===== src/rtl/vga_trace_packer_if.sv =====
// Record stream between the trace packer and its consumer.
`default_nettype none

interface vga_trace_packer_if #(
  parameter int REC_W = 33
);
  logic             m_valid;
  logic             m_ready;
  logic [REC_W-1:0] m_data;
  logic             m_last;

  modport master (output m_valid, output m_data, output m_last, input m_ready);
  modport slave  (input m_valid, input m_data, input m_last, output m_ready);
endinterface

`default_nettype wire


===== src/rtl/vga_trace_packer.sv =====
// Samples a bus for a programmed number of cycles and streams a header plus
// {run_len, sample} records, optionally run-length encoded, through a FIFO.
`default_nettype none

module vga_trace_packer #(
  parameter int SAMPLE_W = 16,
  parameter int CNT_W    = 17,
  parameter int DEPTH    = 16
) (
  input  wire logic                clk,
  input  wire logic                rst_n,
  input  wire logic                start,
  input  wire logic [31:0]         total_cycles,
  input  wire logic                rle_en,
  input  wire logic [SAMPLE_W-1:0] sample_in,
  vga_trace_packer_if.master       m,
  output logic                     busy,
  output logic                     done,
  output logic                     overflow
);

  localparam int REC_W = SAMPLE_W + CNT_W;
  localparam int AW    = $clog2(DEPTH);

  localparam logic [CNT_W-1:0] LEN_ONE  = CNT_W'(1);
  localparam logic [CNT_W-1:0] LEN_MAX  = {CNT_W{1'b1}};
  localparam logic [AW:0]      FULL_LVL = (AW+1)'(DEPTH);

  localparam logic [2:0] ST_IDLE    = 3'd0;
  localparam logic [2:0] ST_HEADER  = 3'd1;
  localparam logic [2:0] ST_CAPTURE = 3'd2;
  localparam logic [2:0] ST_FLUSH   = 3'd3;
  localparam logic [2:0] ST_DRAIN   = 3'd4;

  logic [2:0]          state, state_nxt;
  logic [31:0]         total_q;
  logic                rle_q;
  logic [31:0]         cnt;
  logic [SAMPLE_W-1:0] pend_sample;
  logic [CNT_W-1:0]    pend_len;

  logic [REC_W:0]      mem [DEPTH];
  logic [AW-1:0]       wr_ptr, rd_ptr;
  logic [AW:0]         level;

  logic                empty, full, pop, can_push, push_ok;
  logic                first, last_sample, emit_cond;
  logic                push_req, push_last;
  logic [REC_W-1:0]    push_data;
  logic [REC_W-1:0]    header;
  logic [REC_W:0]      head;

  assign empty       = (level == '0);
  assign full        = (level == FULL_LVL);
  assign pop         = !empty && m.m_ready;
  assign can_push    = !full || pop;
  assign push_ok     = push_req && can_push;
  assign first       = (cnt == 32'd0);
  assign last_sample = (cnt == total_q - 32'd1);
  assign emit_cond   = !first && (!rle_q || (sample_in != pend_sample) || (pend_len == LEN_MAX));

  always_comb begin
    header              = '0;
    header[REC_W-1]     = rle_q;
    header[31:0]        = total_q;
  end

  // State register
  always_ff @(posedge clk or negedge rst_n) begin
    if (!rst_n) state <= ST_IDLE;
    else        state <= state_nxt;
  end

  // Next-state logic
  always_comb begin
    state_nxt = state;
    case (state)
      ST_IDLE:    if (start) state_nxt = ST_HEADER;
      ST_HEADER:  state_nxt = (total_q == 32'd0) ? ST_DRAIN : ST_CAPTURE;
      ST_CAPTURE: if (last_sample) state_nxt = ST_FLUSH;
      ST_FLUSH:   if (can_push) state_nxt = ST_DRAIN;
      ST_DRAIN:   if (empty) state_nxt = ST_IDLE;
      default:    state_nxt = ST_IDLE;
    endcase
  end

  // FSM outputs: which record to push this cycle, plus status
  always_comb begin
    push_req  = 1'b0;
    push_last = 1'b0;
    push_data = '0;
    done      = 1'b0;
    busy      = (state != ST_IDLE);
    case (state)
      ST_HEADER: begin
        push_req  = 1'b1;
        push_data = header;
        push_last = (total_q == 32'd0);
      end
      ST_CAPTURE: begin
        push_req  = emit_cond;
        push_data = {pend_len, pend_sample};
      end
      ST_FLUSH: begin
        push_req  = 1'b1;
        push_data = {pend_len, pend_sample};
        push_last = 1'b1;
      end
      ST_DRAIN: done = empty;
      default: ;
    endcase
  end

  // Configuration, sample counter, pending run and sticky overflow
  always_ff @(posedge clk or negedge rst_n) begin
    if (!rst_n) begin
      total_q     <= '0;
      rle_q       <= 1'b0;
      cnt         <= '0;
      pend_sample <= '0;
      pend_len    <= '0;
      overflow    <= 1'b0;
    end else begin
      if (state == ST_IDLE && start) begin
        total_q  <= total_cycles;
        rle_q    <= rle_en;
        cnt      <= '0;
        overflow <= 1'b0;
      end
      if (state == ST_CAPTURE) begin
        cnt <= cnt + 32'd1;
        if (first || emit_cond) begin
          pend_sample <= sample_in;
          pend_len    <= LEN_ONE;
        end else begin
          pend_len <= pend_len + LEN_ONE;
        end
        if (push_req && !can_push) overflow <= 1'b1;
      end
    end
  end

  // FIFO pointers; storage itself needs no reset since m_valid gates it
  always_ff @(posedge clk or negedge rst_n) begin
    if (!rst_n) begin
      wr_ptr <= '0;
      rd_ptr <= '0;
      level  <= '0;
    end else begin
      if (push_ok) wr_ptr <= wr_ptr + AW'(1);
      if (pop)     rd_ptr <= rd_ptr + AW'(1);
      case ({push_ok, pop})
        2'b10:   level <= level + (AW+1)'(1);
        2'b01:   level <= level - (AW+1)'(1);
        default: level <= level;
      endcase
    end
  end

  always_ff @(posedge clk) begin
    if (push_ok) mem[wr_ptr] <= {push_last, push_data};
  end

  assign head      = mem[rd_ptr];
  assign m.m_valid = !empty;
  assign m.m_data  = empty ? '0 : head[REC_W-1:0];
  assign m.m_last  = empty ? 1'b0 : head[REC_W];

endmodule

`default_nettype wire


===== src/flat_wrapper.sv =====
// flat-port wrapper written by rule: the top's interface ports become plain ports
module vga_trace_packer_flat 
#(
  parameter int SAMPLE_W = 16,
  parameter int CNT_W    = 17,
  parameter int DEPTH    = 16
)
  (clk, rst_n, start, total_cycles, rle_en, sample_in, busy, done, overflow, m_m_valid, m_m_data, m_m_last, m_m_ready);
  vga_trace_packer_if m_i ();
  input  wire logic clk;
  input  wire logic rst_n;
  input  wire logic start;
  input  wire logic [31:0] total_cycles;
  input  wire logic rle_en;
  input  wire logic [SAMPLE_W-1:0] sample_in;
  output logic busy;
  output logic done;
  output logic overflow;
  output wire logic [$bits(m_i.m_valid)-1:0] m_m_valid;
  output wire logic [$bits(m_i.m_data)-1:0] m_m_data;
  output wire logic [$bits(m_i.m_last)-1:0] m_m_last;
  input wire logic [$bits(m_i.m_ready)-1:0] m_m_ready;
  assign m_m_valid = m_i.m_valid;
  assign m_m_data = m_i.m_data;
  assign m_m_last = m_i.m_last;
  assign m_i.m_ready = m_m_ready;
  vga_trace_packer #(.SAMPLE_W(SAMPLE_W), .CNT_W(CNT_W), .DEPTH(DEPTH)) u_core (.clk(clk), .rst_n(rst_n), .start(start), .total_cycles(total_cycles), .rle_en(rle_en), .sample_in(sample_in), .m(m_i), .busy(busy), .done(done), .overflow(overflow));
endmodule

===== config.mk =====
export PLATFORM = sky130hd
export DESIGN_NAME = vga_trace_packer_flat
export DESIGN_NICKNAME = d
export VERILOG_FILES = /design/src/rtl/vga_trace_packer_if.sv /design/src/rtl/vga_trace_packer.sv /design/src/flat_wrapper.sv
export SDC_FILE = /design/constraint.sdc
export NUM_CORES = 1
export LEC_CHECK = 0
export CAP_MARGIN = 40
export CORE_AREA = 2 2 289 291
export DETAILED_ROUTE_END_ITERATION = 12
export DIE_AREA = 0 0 291 293
export GPL_TIMING_DRIVEN = 1
export PLACE_DENSITY = 0.49
export SETUP_SLACK_MARGIN = 0.05
export SLEW_MARGIN = 40
export SYNTH_ARGS = -nofsm -noshare
export SYNTH_HDL_FRONTEND = slang
export SYNTH_SLANG_ARGS = --single-unit

===== constraint.sdc =====
create_clock -name clk -period 10.86 [get_ports clk]
set_clock_uncertainty 0.1 [all_clocks]
set_input_delay 2.172 -clock clk [delete_from_list [all_inputs] [get_ports clk]]
set_output_delay 2.172 -clock clk [all_outputs]
set_load 0.01 [all_outputs]

==> results.cfg, run 1 <==
[placed_design]
dp_hpwl_mm = 40.7
postPlaceCellArea_mm2 = 0.0300
gp_congestion = 0.793
dp_cells = 2710
io_buffers = 90

[sta]
worst_pin_slew_ns = 0.833
period_share = 0.571
rsz0062_at_grt = no
period_minus_slack_ns = 6.20
finalHoldViolations = 0
finalSetupViolations = 0
finalSetupTns_ns = 0
fmax_mhz = 161
relSlewSlack = 0.445
slew_viol_final = 0

[cts]
cts.repair.resized = 0
clock_path_buffers = 3
htree_levels = 3
cts_buffers = 74
insertion_delay_ns = 0.63
clockRootBuffer = clkbuf_16
cts_tree = yes
post_cts_buffers = 0
clkTransAtPathRegs_ns = 0.06
cts_hold_buf = 0
cts_num_sinks = 659

[yosys]
synthesis.nets = 1683
seq_area_frac_synth = 0.693
netlist_instances = 1615
ys_seq_elements = 659
yosys-top-cells-area = edfxtp_1 59%, mux4_2 14%, dfrtp_1 10%
synth_xor_xnor_area_share = 0.0240
ys_warn_count = 0
synth.top_cell.area_share = 0.590
synth_simple_gate_area_frac = 0.0766
ys_types = 61
synth_top_family_by_area = multiplexers
synth_enable_flop_cells = 544
synth_compound_area_frac = 0.0331
syn-cell-area_mm2 = 0.0277
synth_flop_cell = edfxtp_1
syn_avg_cell_area_um2 = 17.2
synth_mux_area_frac = 0.150
synthAdderAreaFrac = 0.00704
synthArstFlopShare = 0.175
yosysTopAreaCell = edfxtp_1

[worst_setup_path]
critPathKind = flop to primary output
cp.required_ns = 8.59
cp_max_fo = 62
start_kind = flop
cp_data_arrival_time_ns = 3.93
critPathCaptureType = primary output

[power_and_ir_drop]
peakVddDrop_mv = 0.178
cellPowerDensity_mw_per_mm2 = 280
total_power_mw = 9.05
leakagePower_nw = 10.9

[worst_hold_path]
min_path_type = flop to flop

[global_routing]
antenna_found_initial = 1
track_usage = 0.167
grt_pass1_vias = 15418
grt_pass1_wl_mm = 104
grt_overflow_total = 0
grt_max_degree = 67

[detailed_routing]
avgViaCountPerCell = 5.23
drtIter0Drc = 1264
drt-wirelength-per-cell_um = 24.8
drtAntennaViolNets = 0
dr.pass1.iters = 5
routed_wl_mm = 70.5
vias = 14881
route.detailed.drc = 0

[floorplanning]
die_x_um = 291
dieHeight_um = 293
num_rows = 105
start_util = 0.339
core_area_mm2 = 0.0818
io_pins = 91
dieArea_mm2 = 0.0853

[finish]
nNetsFinal = 1785
syn_to_final_growth_pct = 16.7
drive_above_1_share = 0.202
finalInstanceArea_mm2 = 0.0323
fin_cells = 2845
final_common_cell = edfxtp_1
most-common-layout-cells = 544 x edfxtp_1, 170 x mux4_2, 160 x nand2_1
final_util = 0.395
fillers = 7396

[status]
status = completed

[job]
maxCapViolations = 0
-- synthesized netlist by cell type (all sizes together), types with 5 or more instances --
cell type	n
and2	39
nor2b	9
mux4	170
mux2i	13
buf	21
and3	21
nand4	12
nor4	25
a31oi	5
nand2	160
clkbuf	74
inv	16
and4	5
xor2	25
nor2	48
nor3	23
ha	14
a22o	33
nor3b	5
o31ai	8
edfxtp	544
mux2	18
o21ai	41
nand2b	8
xnor2	51
nand3	32
a21oi	19
dfrtp	115
or3	12
or4	7
-- critical path, stage by stage (launching register included) --
cell and delay, ns:
dfrtp_4 0.71, buf_12 0.36, buf_16 0.45, mux4_2 0.56
mux4_2 0.54, and2_1 0.20, clkdlybuf4s50_1 0.47
-- sequential cells by signal (all words and copies together), names as in the netlist --
register / count
u_core.mem: 544
u_core.cnt: 32
u_core.total_q: 32
u_core.pend_len: 17
u_core.pend_sample: 16
u_core.level: 5
u_core.rd_ptr: 4
u_core.wr_ptr: 4
u_core.state: 3
u_core.overflow: 1
u_core.rle_q: 1
-- worst paths after layout --
path,start,endpoint,slack (ns),depth (start not counted)
max in group asynchronous,rst_n,u_core.pend_sample[1],8.05,2
min in group asynchronous,rst_n,u_core.cnt[27],1.48,1
worst max register to register,u_core.pend_len[7],u_core.mem[14][27],6.73,11
worst min-delay path,u_core.rd_ptr[3],u_core.rd_ptr[3],0.38,1
worst max-delay path,u_core.rd_ptr[0],m_m_data[0],4.66,6
worst min register to register,u_core.rd_ptr[3],u_core.rd_ptr[3],0.38,1
-- routing by layer --
metal  vias to the layer above  track usage  part of all wire
li1                       6588            -                 -
met1                      7854        0.226              0.44
met2                       341        0.279              0.49
met3                        98       0.0248             0.042
met4                         0       0.0469             0.023
met5                         -            0                 0
-- layout make-up --
type	instances	area, um^2	share of cell area
clock inverters	43	392	0.0121
flip-flops and latches	659	19200	0.594
inverters	16	60.1	0.00186
well taps	1070	1340	0.0414
clock buffers	90	1910	0.0591
multi-input cells	845	8170	0.253
diodes	1	2.50	0.0000774
repair buffers	121	1240	0.0385
-- stage by stage --
stage	setup WS (ns)	hold WS, ns
finish	4.66	0.378
global route	4.39	0.399
CTS	4.19	0.379
detailed placement	4.86	0.367
global placement	4.92	0.355
floorplan	4.75	0.361
-- cell families (layout without fill, tap and decap cells) --
logic type               count (synthesis)  count (layout)
AND/OR/NAND/NOR                        419             419
flip-flops                             659             659
multiplexers                           201             201
other                                    0               1
buffers and inverters                  111             270
XOR/XNOR                                76              76
AO/OA/AOI/OAI                          134             134
adder cells (fa/ha/maj)                 15              15
-- power breakdown --
part	switching (mW)	internal, mW	total [mW]
Combinational	1.62	1.43	3.05
Clock	1.04	1.33	2.37
Sequential	0.337	3.30	3.63
Total	2.99	6.06	9.05
Power figures use the tool's default switching activity.
==> run 2, diff against run 1 <==
==> constraint.sdc (replaced) <==
create_clock -name clk -period 5.9 [get_ports clk]
set_clock_uncertainty 0.1 [all_clocks]
set_input_delay 1.18 -clock clk [delete_from_list [all_inputs] [get_ports clk]]
set_output_delay 1.18 -clock clk [all_outputs]
set_load 0.01 [all_outputs]
==> results.cfg, run 2 (same netlist as run 1, synthesis figures left out) <==
[power_and_ir_drop]
cellPowerDensity_mw_per_mm2 = 522
leakagePower_nw = 11.0
peakVddDrop_mv = 0.283
total_power_mw = 17.0

[detailed_routing]
dr.pass1.iters = 5
drt-wirelength-per-cell_um = 25.2
routed_wl_mm = 71.8
vias = 15052
drtAntennaViolNets = 0
drtIter0Drc = 1158
avgViaCountPerCell = 5.29
route.detailed.drc = 0

[floorplanning]
core_area_mm2 = 0.0818
start_util = 0.339
io_pins = 91
dieArea_mm2 = 0.0853
num_rows = 105
dieHeight_um = 293
die_x_um = 291

[cts]
clkTransAtPathRegs_ns = 0.06
cts.repair.resized = 0
cts_tree = yes
cts_hold_buf = 0
htree_levels = 3
cts_num_sinks = 659
clock_path_buffers = 3
insertion_delay_ns = 0.60
clockRootBuffer = clkbuf_16
post_cts_buffers = 0
cts_buffers = 73

[sta]
finalHoldViolations = 0
relSlewSlack = 0.437
slew_viol_final = 0
finalSetupViolations = 0
worst_pin_slew_ns = 0.845
layout_setup_ws_ns = 0.999
period_minus_slack_ns = 4.90
rsz0062_at_grt = no
fmax_mhz = 204
period_share = 0.831
timing.hold.ws_ns = 0.418
finalSetupTns_ns = 0

[worst_setup_path]
cp.required_ns = 4.62
cp_max_fo = 43
cpMostUsedCell = mux4_2
crit_slowest_cell = dfrtp_4
start_kind = flop
regToRegSetupSlack_ns = 1.68
critPathCaptureType = primary output
cp_data_arrival_time_ns = 3.62
slowest_delay_ns = 0.78
crit_chain = buf_12, mux4_2, mux4_2, and2_1, clkdlybuf4s50_1
critPathKind = flop to primary output

[global_routing]
antenna_found_initial = 1
grt_pass1_wl_mm = 106
grt_max_degree = 67
track_usage = 0.169
grt_pass1_vias = 15634
grt_overflow_total = 0

[placed_design]
post-place-ws_ns = 0.993
dp_hpwl_mm = 42.2
gp_congestion = 0.793
io_buffers = 90

[worst_hold_path]
min_path_type = flop to flop

[finish]
drive_above_1_share = 0.205
largest-register = u_core.mem
largest_register_ffs = 544
most-common-layout-cells = 544 x edfxtp_1, 170 x mux4_2, 160 x nand2_1
final_util = 0.397
final_common_cell = edfxtp_1
antenna_cells = 0
syn_to_final_growth_pct = 17.2
top_regs = u_core.mem: 544 flops, u_core.cnt: 32 flops, u_core.total_q: 32 flops
nNetsFinal = 1788

[job]
maxCapViolations = 0

[status]
status = completed
## run 2: cell types whose count changed in the layout (fill, tap and decap cells not counted), sizes merged
cell	before	now
clkinv	35	25
buf	32	36
clkinvlp	2	0
bufinv	2	7
diode	1	0
clkbuf	90	100
inv	20	16
## run 2: routing by layer
metal,GRT usage,routed length [um]
met1,0.229,31600
met2,0.285,35600
met3,0.0266,3310
met4,0.0449,1310
met5,0,0
## run 2: final timing paths
| check | endpoint | cells past startpoint | start |
|---|---|---|---|
| max | m_m_data[14] | 5 | u_core.rd_ptr[0] |
| min | u_core.pend_len[16] | 2 | u_core.pend_len[16] |
| max reg2reg | u_core.level[4] | 18 | u_core.pend_len[7] |
| min reg2reg | u_core.pend_len[16] | 2 | u_core.pend_len[16] |
| max in group asynchronous | u_core.rd_ptr[0] | 2 | rst_n |
| min in group asynchronous | u_core.total_q[23] | 1 | rst_n |
## run 2: area by class of cell
cell class	instances	area, um^2
sequential	659	19200
multi-input combinational	845	8160
clock buffer	100	2070
inverter	16	60.1
tap	1070	1340
clock inverter	32	342
timing repair buffer	125	1290
fill	7431	49400
## run 2: power breakdown
group / total (mW) / leakage (nW) / switching (mW) / internal (mW)
Clock: 4.60 / 1.18 / 1.83 / 2.77
Combinational: 5.59 / 3.31 / 2.93 / 2.66
Sequential: 6.77 / 6.50 / 0.704 / 6.07
## run 2: critical path: cells and delay by family (launching register included)
kind	cells	cell delay (ns)
buf+inv	2	0.90
flops	1	0.78
mux	2	1.03
simple gates	1	0.23
## run 2: stage by stage
step / instance area (um^2) / cells
global route: 32500 / 2847
floorplan: 27700 / 1615
detailed placement: 30000 / 2714
global placement: 30000 / 2713
finish: 32500 / 2847
CTS: 32500 / 2846
